### src/rtl/sha1_msg_padder.sv
// sha1_msg_padder
// Packs a 32-bit big-endian word stream into 512-bit chunks for the chunked
// SHA-1 core. It applies the standard SHA-1 padding: a 0x80 marker byte, zero
// fill, and then the 64-bit big-endian message bit length. Each finished chunk
// is presented with first/last flags and the message tag. The chunk is held
// until the core accepts it.
//
// Optional build macro: SHA1_PAD_STATS_EN adds the chunk_cnt and msg_cnt
// statistics outputs. Without the macro, those ports and their counters do not
// exist.
module sha1_msg_padder #(
  parameter int LEN_W = 64,  // bit-length counter width (16..64)
  parameter int TAG_W = 2    // message tag width
) (
  input  logic             clk,
  input  logic             reset,
  input  logic             in_valid,
  output logic             in_ready,
  input  logic [31:0]      in_data,
  input  logic             in_last,
  input  logic [1:0]       in_bytes,
  input  logic [TAG_W-1:0] in_tag,
  output logic             chunk_valid,
  input  logic             chunk_ready,
  output logic [511:0]     chunk_out,
  output logic             first_chunk,
  output logic             last_chunk,
  output logic [TAG_W-1:0] tag_out
`ifdef SHA1_PAD_STATS_EN
  ,
  output logic [31:0]      chunk_cnt,
  output logic [15:0]      msg_cnt
`endif
);

  // ---------------------------------------------------------------------------
  // State encoding
  // ---------------------------------------------------------------------------
  localparam logic [1:0] ST_FILL = 2'd0;  // accepting message words
  localparam logic [1:0] ST_PAD  = 2'd1;  // writing marker / zeros / length
  localparam logic [1:0] ST_EMIT = 2'd2;  // chunk presented, waiting for core

  localparam logic [31:0] MARKER_WORD = 32'h8000_0000;

  // ---------------------------------------------------------------------------
  // Registers
  // ---------------------------------------------------------------------------
  logic [1:0]       state_q,     state_d;
  logic [3:0]       widx_q,      widx_d;       // next buffer word to write
  logic [LEN_W-1:0] bitlen_q,    bitlen_d;     // running message length in bits
  logic [TAG_W-1:0] tag_q,       tag_d;
  logic             first_q,     first_d;      // current chunk is first of message
  logic             last_q,      last_d;       // current chunk carries length
  logic             msg_open_q,  msg_open_d;   // a message is in progress
  logic             mark_pend_q, mark_pend_d;  // marker word still to be written
  logic             mark_done_q, mark_done_d;  // marker already in the buffer
  logic             len_hi_q,    len_hi_d;     // length high word was just written
  logic             ret_pad_q,   ret_pad_d;    // padding continues after this chunk

  logic [31:0]      buf_q [16];

  // Buffer write port driven by the FSM
  logic             wr_en;
  logic [31:0]      wr_data;

  // ---------------------------------------------------------------------------
  // Helpers
  // ---------------------------------------------------------------------------
  logic             accept;
  logic             transfer;
  logic [63:0]      len64;       // length field. Bits above LEN_W are zero.
  logic [5:0]       add_bits;    // bits contributed by the accepted word
  logic [LEN_W-1:0] bitlen_base;
  logic [31:0]      last_word;   // final word with the marker merged in

  // During reset, the state register already reads FILL. Gate the ready
  // output so that nothing appears accepted while reset is held.
  assign in_ready    = (state_q == ST_FILL) && !reset;
  assign accept      = in_valid && in_ready;
  assign chunk_valid = (state_q == ST_EMIT);
  assign transfer    = chunk_valid && chunk_ready;
  assign first_chunk = first_q;
  assign last_chunk  = last_q;
  assign tag_out     = tag_q;
  assign len64       = 64'(bitlen_q);

  // Bits added to the length by the word offered on in_data
  always_comb begin
    add_bits = 6'd32;
    if (in_last && (in_bytes != 2'd0)) begin
      add_bits = {1'b0, in_bytes, 3'b000};
    end
  end

  // The length restarts on the first word of every message
  assign bitlen_base = msg_open_q ? bitlen_q : '0;

  // Replace the unused low bytes of a short final word with 0x80 and zeros
  always_comb begin
    unique case (in_bytes)
      2'd1:    last_word = {in_data[31:24], 8'h80, 16'h0000};
      2'd2:    last_word = {in_data[31:16], 8'h80, 8'h00};
      2'd3:    last_word = {in_data[31:8],  8'h80};
      default: last_word = in_data;
    endcase
  end

  // ---------------------------------------------------------------------------
  // Next-state logic: FILL / PAD / EMIT
  // ---------------------------------------------------------------------------
  // NOTE: every output of this block is given a default first. If a path
  // leaves one of them unassigned, a latch is inferred.
  always_comb begin
    state_d     = state_q;
    widx_d      = widx_q;
    bitlen_d    = bitlen_q;
    tag_d       = tag_q;
    first_d     = first_q;
    last_d      = last_q;
    msg_open_d  = msg_open_q;
    mark_pend_d = mark_pend_q;
    mark_done_d = mark_done_q;
    len_hi_d    = len_hi_q;
    ret_pad_d   = ret_pad_q;
    wr_en       = 1'b0;
    wr_data     = 32'h0000_0000;

    unique case (state_q)
      ST_FILL: begin
        if (accept) begin
          wr_en    = 1'b1;
          bitlen_d = bitlen_base + LEN_W'(add_bits);
          if (!msg_open_q) begin
            tag_d   = in_tag;
            first_d = 1'b1;
          end
          if (!in_last) begin
            wr_data    = in_data;
            msg_open_d = 1'b1;
            if (widx_q == 4'd15) begin
              state_d   = ST_EMIT;
              ret_pad_d = 1'b0;
            end else begin
              widx_d = widx_q + 4'd1;
            end
          end else begin
            wr_data     = last_word;
            msg_open_d  = 1'b0;
            len_hi_d    = 1'b0;
            mark_pend_d = (in_bytes == 2'd0);
            mark_done_d = (in_bytes != 2'd0);
            if (widx_q == 4'd15) begin
              state_d   = ST_EMIT;
              ret_pad_d = 1'b1;
            end else begin
              state_d = ST_PAD;
              widx_d  = widx_q + 4'd1;
            end
          end
        end
      end

      ST_PAD: begin
        wr_en = 1'b1;
        if (mark_pend_q) begin
          wr_data     = MARKER_WORD;
          mark_pend_d = 1'b0;
          mark_done_d = 1'b1;
        end else if ((widx_q == 4'd14) && mark_done_q) begin
          // The marker was placed in an earlier word, so the length fits here
          wr_data  = len64[63:32];
          len_hi_d = 1'b1;
        end else if ((widx_q == 4'd15) && len_hi_q) begin
          wr_data     = len64[31:0];
          last_d      = 1'b1;
          len_hi_d    = 1'b0;
          mark_done_d = 1'b0;
        end

        if (widx_q == 4'd15) begin
          state_d   = ST_EMIT;
          // Without the length field in this chunk, another padding chunk follows
          ret_pad_d = !(len_hi_q && !mark_pend_q);
        end else begin
          widx_d = widx_q + 4'd1;
        end
      end

      ST_EMIT: begin
        if (transfer) begin
          widx_d  = 4'd0;
          first_d = 1'b0;
          last_d  = 1'b0;
          state_d = ret_pad_q ? ST_PAD : ST_FILL;
        end
      end

      default: begin
        state_d = ST_FILL;
      end
    endcase
  end

  // ---------------------------------------------------------------------------
  // Control register update
  // ---------------------------------------------------------------------------
  // NOTE: sequential state uses non-blocking assignments. All registers then
  // update together at the clock edge, with no ordering races between blocks.
  always_ff @(posedge clk or posedge reset) begin
    if (reset) begin
      state_q     <= ST_FILL;
      widx_q      <= 4'd0;
      bitlen_q    <= '0;
      tag_q       <= '0;
      first_q     <= 1'b0;
      last_q      <= 1'b0;
      msg_open_q  <= 1'b0;
      mark_pend_q <= 1'b0;
      mark_done_q <= 1'b0;
      len_hi_q    <= 1'b0;
      ret_pad_q   <= 1'b0;
    end else begin
      state_q     <= state_d;
      widx_q      <= widx_d;
      bitlen_q    <= bitlen_d;
      tag_q       <= tag_d;
      first_q     <= first_d;
      last_q      <= last_d;
      msg_open_q  <= msg_open_d;
      mark_pend_q <= mark_pend_d;
      mark_done_q <= mark_done_d;
      len_hi_q    <= len_hi_d;
      ret_pad_q   <= ret_pad_d;
    end
  end

  // ---------------------------------------------------------------------------
  // Chunk buffer: one word written per clock at widx
  // ---------------------------------------------------------------------------
  // NOTE: this buffer is reset even though every word is rewritten before each
  // chunk is emitted. The reason is that chunk_out must read as zero out of
  // reset, and it is wired straight from the buffer.
  always_ff @(posedge clk or posedge reset) begin
    if (reset) begin
      for (int i = 0; i < 16; i++) begin
        buf_q[i] <= 32'h0000_0000;
      end
    end else if (wr_en) begin
      buf_q[widx_q] <= wr_data;
    end
  end

  // Word 0 occupies the most significant 32 bits of the chunk
  always_comb begin
    chunk_out = '0;
    for (int i = 0; i < 16; i++) begin
      chunk_out[511 - 32*i -: 32] = buf_q[i];
    end
  end

`ifdef SHA1_PAD_STATS_EN
  // ---------------------------------------------------------------------------
  // Statistics: chunks delivered and messages completed
  // ---------------------------------------------------------------------------
  logic [31:0] chunk_cnt_q;
  logic [15:0] msg_cnt_q;

  // Count transfers. A transfer carrying the length field completes a message.
  always_ff @(posedge clk or posedge reset) begin
    if (reset) begin
      chunk_cnt_q <= 32'd0;
      msg_cnt_q   <= 16'd0;
    end else if (transfer) begin
      chunk_cnt_q <= chunk_cnt_q + 32'd1;
      if (last_q) begin
        msg_cnt_q <= msg_cnt_q + 16'd1;
      end
    end
  end

  assign chunk_cnt = chunk_cnt_q;
  assign msg_cnt   = msg_cnt_q;
`endif

endmodule

### config.mk
export PLATFORM = sky130hd
export DESIGN_NAME = sha1_msg_padder
export DESIGN_NICKNAME = d
export VERILOG_FILES = /design/src/rtl/sha1_msg_padder.sv
export SDC_FILE = /design/constraint.sdc
export NUM_CORES = 1
export LEC_CHECK = 0
export ABC_AREA = 1
export ABC_CLOCK_PERIOD_IN_PS = 18700
export CAP_MARGIN = 10
export CELL_PAD_IN_SITES_DETAIL_PLACEMENT = 1
export CELL_PAD_IN_SITES_GLOBAL_PLACEMENT = 2
export CORE_MARGIN = 2
export CORE_UTILIZATION = 27
export DETAILED_ROUTE_END_ITERATION = 12
export PLACE_DENSITY_LB_ADDON = 0.1
export SLEW_MARGIN = 20
export SYNTH_ARGS = -nofsm -noshare
export SYNTH_HDL_FRONTEND = slang
export SYNTH_SLANG_ARGS = --single-unit
### constraint.sdc
create_clock -name clk -period 18.7 [get_ports clk]
set_input_delay 2.805 -clock clk [delete_from_list [all_inputs] [get_ports clk]]
set_output_delay 2.805 -clock clk [all_outputs]
set_load 0.02 [all_outputs]
# After elaboration in Yosys (flattened, before gate mapping)
# Cells that the tools add are included.
[classes]
n_eq_ne = 19
n_bitwise = 2
reduce_logical = 28
mux = 54
addsub = 2
magnitude_cmp = 2
[ops]
columns = ["op", "count"]
rows = [
  ["512-bit bitwise mux", 1],
  ["32-bit 2-to-1 mux", 5],
  ["32-bit demux with 4-bit select", 1],
  ["24-bit one-hot mux with 3 select lines", 1],
  ["64-bit by 6-bit adder with 64-bit output", 1],
  ["64-bit 2-to-1 mux", 1],
  ["32-bit one-hot mux with 2 select lines", 1],
  ["1-bit 2-to-1 mux", 25],
  ["24-bit 2-to-1 mux", 1],
  ["5-bit AND reduction", 3],
  ["2-bit inequality test, second input constant", 7],
  ["1-bit one-hot mux with 2 select lines", 7],
  ["4-bit 2-to-1 mux", 3],
  ["4-bit one-hot mux with 3 select lines", 1],
  ["2-bit 2-to-1 mux", 5],
  ["3-bit inequality test, second input constant", 3],
  ["3-bit AND reduction", 3],
  ["4-bit equality test, second input constant", 2],
  ["1-bit logical AND", 8],
  ["4-bit AND reduction", 2],
  ["2-bit nonzero test", 4],
  ["2-bit equality test, second input constant", 3],
  ["6-bit 2-to-1 mux", 1],
  ["2-bit one-hot mux with 3 select lines", 1],
  ["other kinds (11)", 17],
]
[totals]
in_bits = 41
ff_bits = 591
output_inout_bits = 518
elab_cells = 134

# Longest topological paths before layout
[depth]
depth_word = 7
ltp_mapped = 18
ltp_nobuf = 15

# Least setup slack after synthesis
# No wires, ideal clock.
[synth_timing]
path_kind = "input-to-output"
from = "input reset"
to = "output in_ready"
path_slack_ps = 287
arrival_time_ps = 15608
stages = 3
required_ps = 15895
cell_sequence = "inv_1 -> nand2_1 -> inv_1"
[synth_via]
elab_chain_len = 2
[synth_rtl]
columns = ["element", "line", "rtl"]
rows = [
  ["start, declared", "16", "input logic reset,"],
  ["1-bit logical NOT (no line)", "-", ""],
  ["1-bit logical AND", "78", "assign in_ready = (state_q == ST_FILL) && !reset;"],
  ["end, declared", "18", "output logic in_ready,"],
]
# Every way passes these cells.

# Final worst setup path
# Same ends and word-level chain as after synthesis.

==> flow_summary.toml <==
[sta]
period_share_pct = 38.0
holdWs_ps = 476
fin_ws_ps = 11590
rsz0062_at_grt = "false"
setup_violations = 0
timing.fmax_mhz = 141
skew_ps = 18.0
drv_slew = 0
tns_ps = 0
min_period_ps = 7110
slew_headroom_pct = 25.1
worst_slew_pin_slew_ps = 1120
final-hold-violation-count = 0

[clocking]
clk-insertion-delay-late_ps = 630
post-cts-setup-buffer-count = 0
cts.sinks = 588
cts_buffers = 74
cts_tree = "built"
path_clk_slew_ps = 50
cts_resized = 0
cts_hold_buf = 0
h-tree-depth = 3
cts_max_path_buffers = 3
clock-root-buffer = "clkbuf_16"

[critical_path]
worstPathArrival_ps = 4300
critPathKind = "primary input to primary output"
cp.required_ps = 15890
worstSetupStartpointType = "primary input"
cp_max_fo = 2
r2r_cells = 10
endpoint_kind = "primary output"

[placement]
dp.cells = 4842
portBuffers = 558
place.gp.congestion = 0.853
place_hpwl_um = 85600
dp_slack_ps = 11590
dpl-instance-area_um2 = 32300

[worst_hold_path]
hp-class = "flip-flop to flip-flop"
hold_depth = 2

[final_layout]
drive_above_1_share_pct = 6.83
nNetsFinal = 3714
stdcell_count = 4976
fin_area_um2 = 34800
synthToLayoutAreaGrowth_pct = 36.5

[routing]
first_iter_violations = 1509
wl_per_cell_um = 24.3
vias = 23036
totalWireLength_um = 121000
drc = 0
first_pass_iters = 5
final_antenna_net_count = 0
vias_per_cell = 4.63

[die]
placementRows = 112
core_um2 = 93500
dieArea_um2 = 97000
io_pins = 559
initial_core_util_pct = 27.3
die_y_um = 311
dieWidth_um = 311

[yosys]
syn-instance-count = 3137
synth_nets = 3186
avgSynthCellArea_um2 = 8.13
ys_seq_area_share_pct = 57.7
ys_types = 49
synth_area_um2 = 25500
yosys_warnings = 0
ys_ff_latch = 588

[outcome]
status = "complete, no violations"

[pwr]
powerDensity_nw_per_um2 = 164
p_leak_uw = 0.0177
max-vdd-ir-drop_v = 0.0000613

[global_routing]
antenna_found_initial = 0
grt_max_degree = 122
track_usage_pct = 24.7
grt_pass1_wl_um = 176000
grt_pass1_vias = 24146
gr-total-overflow = 0

[run]
max_cap_violations = 0
[power breakdown]
group          leakage [uW]  switching (uW)  internal [uW]
sequential          0.00807             268           1690
clock               0.00122             577            883
combinational       0.00839            1370            902
[path summary, 6_finish.rpt]
path / startpoint / end / slack, ps
worst max-delay path: reset / in_ready / 11590
worst min-delay path: chunk_out[239] / chunk_out[239] / 480
worst max register to register: state_q[1] / chunk_out[493] / 14930
worst min register to register: chunk_out[239] / chunk_out[239] / 480
max in group asynchronous: reset / chunk_out[294] / 12950
min in group asynchronous: reset / chunk_out[81] / 2830
[cell usage after synthesis, drive strengths merged]
master  instances  area share [%]
ha              7            0.34
a21boi          1           0.029
o21a            1           0.029
nand4          23            0.56
o31ai           1           0.029
xor2           10            0.34
a22o            1           0.034
clkbuf         74             1.1
a22oi           1           0.029
o211ai         16             1.0
inv           170             2.5
and2            3           0.074
a31oi           1           0.025
nor2          138             2.4
nand3          85             1.7
dfrtp         588              58
a32o            1           0.039
buf            81             2.1
o221ai          1           0.034
a21oi          12            0.25
nand3b          6            0.18
nor3           16            0.38
nand2        1814              27
xnor2          21            0.72
nor3b           2           0.078
o22ai           8            0.37
or2             3           0.074
clkinv          1           0.020
o21ai          50             1.1
fa              1           0.078
[layout by cell type, fill, tap and decap left out, drive strengths merged, types with 8 or more instances in the layout]
master / netlist / final
dfrtp: 588 / 588
xnor2: 21 / 21
nor2: 138 / 138
o22ai: 8 / 8
a21oi: 12 / 12
clkbuf: 74 / 114
o211ai: 16 / 16
nand2: 1814 / 1814
clkinv: 1 / 13
nand4: 23 / 23
o21ai: 50 / 50
clkdlybuf4s50: 0 / 558
inv: 170 / 171
nand3: 85 / 85
nor3: 16 / 16
buf: 81 / 49
xor2: 10 / 10
[state kept, by name (all words and copies together) (netlist names)]
signal	cells
chunk_out	512
bitlen_q	61
widx_q	4
state_q	2
tag_out	2
first_chunk	1
last_chunk	1
len_hi_q	1
mark_done_q	1
mark_pend_q	1
msg_open_q	1
ret_pad_q	1
[worst max-delay path: stages]
cell             delay, ps
clkdlybuf4s50_1        510
clkinvlp_4             180
nand2_1                110
inv_1                   40
clkdlybuf4s50_1        640
[cell families after synthesis]
logic type | count (synthesis) | synth area share [%]
AO/OA/AOI/OAI | 94 | 2.96
AND/OR/NAND/NOR | 2090 | 32.2
adder cells (fa/ha/maj) | 8 | 0.422
XOR/XNOR | 31 | 1.06
flip-flops | 588 | 57.7
buffers and inverters | 326 | 5.71
[layout make-up]
cell class                 instances  area, um^2
fill                           11037       58700
sequential                       588       14700
multi-input combinational       2223        9450
timing repair buffer             607        5970
clock buffer                     114        2260
tap                             1254        1570
inverter                         171         649
clock inverter                    18         201
antenna                            1        2.50
[stage by stage]
step	utilization [%]	total power [uW]
3_5_place_dp	34.6	4280
5_1_grt	37.2	5970
2_1_floorplan	-	2980
6_report	37.2	5690
3_3_place_gp	34.6	4240
4_1_cts	37.2	5780
[metal layers]
| layer | wire length [um] | up-vias | track usage [%] | part of all wire (%) |
|---|---|---|---|---|
| met4 | 2800 | 0 | 6.73 | 2.3 |
| met5 | 0 | - | 0 | 0 |
| met2 | 62000 | 503 | 44.1 | 51 |
| met1 | 51700 | 11818 | 31.1 | 43 |
| li1 | - | 10595 | - | - |
| met3 | 4350 | 120 | 3.29 | 3.6 |
No activity file was read; power rests on OpenSTA's default activity.
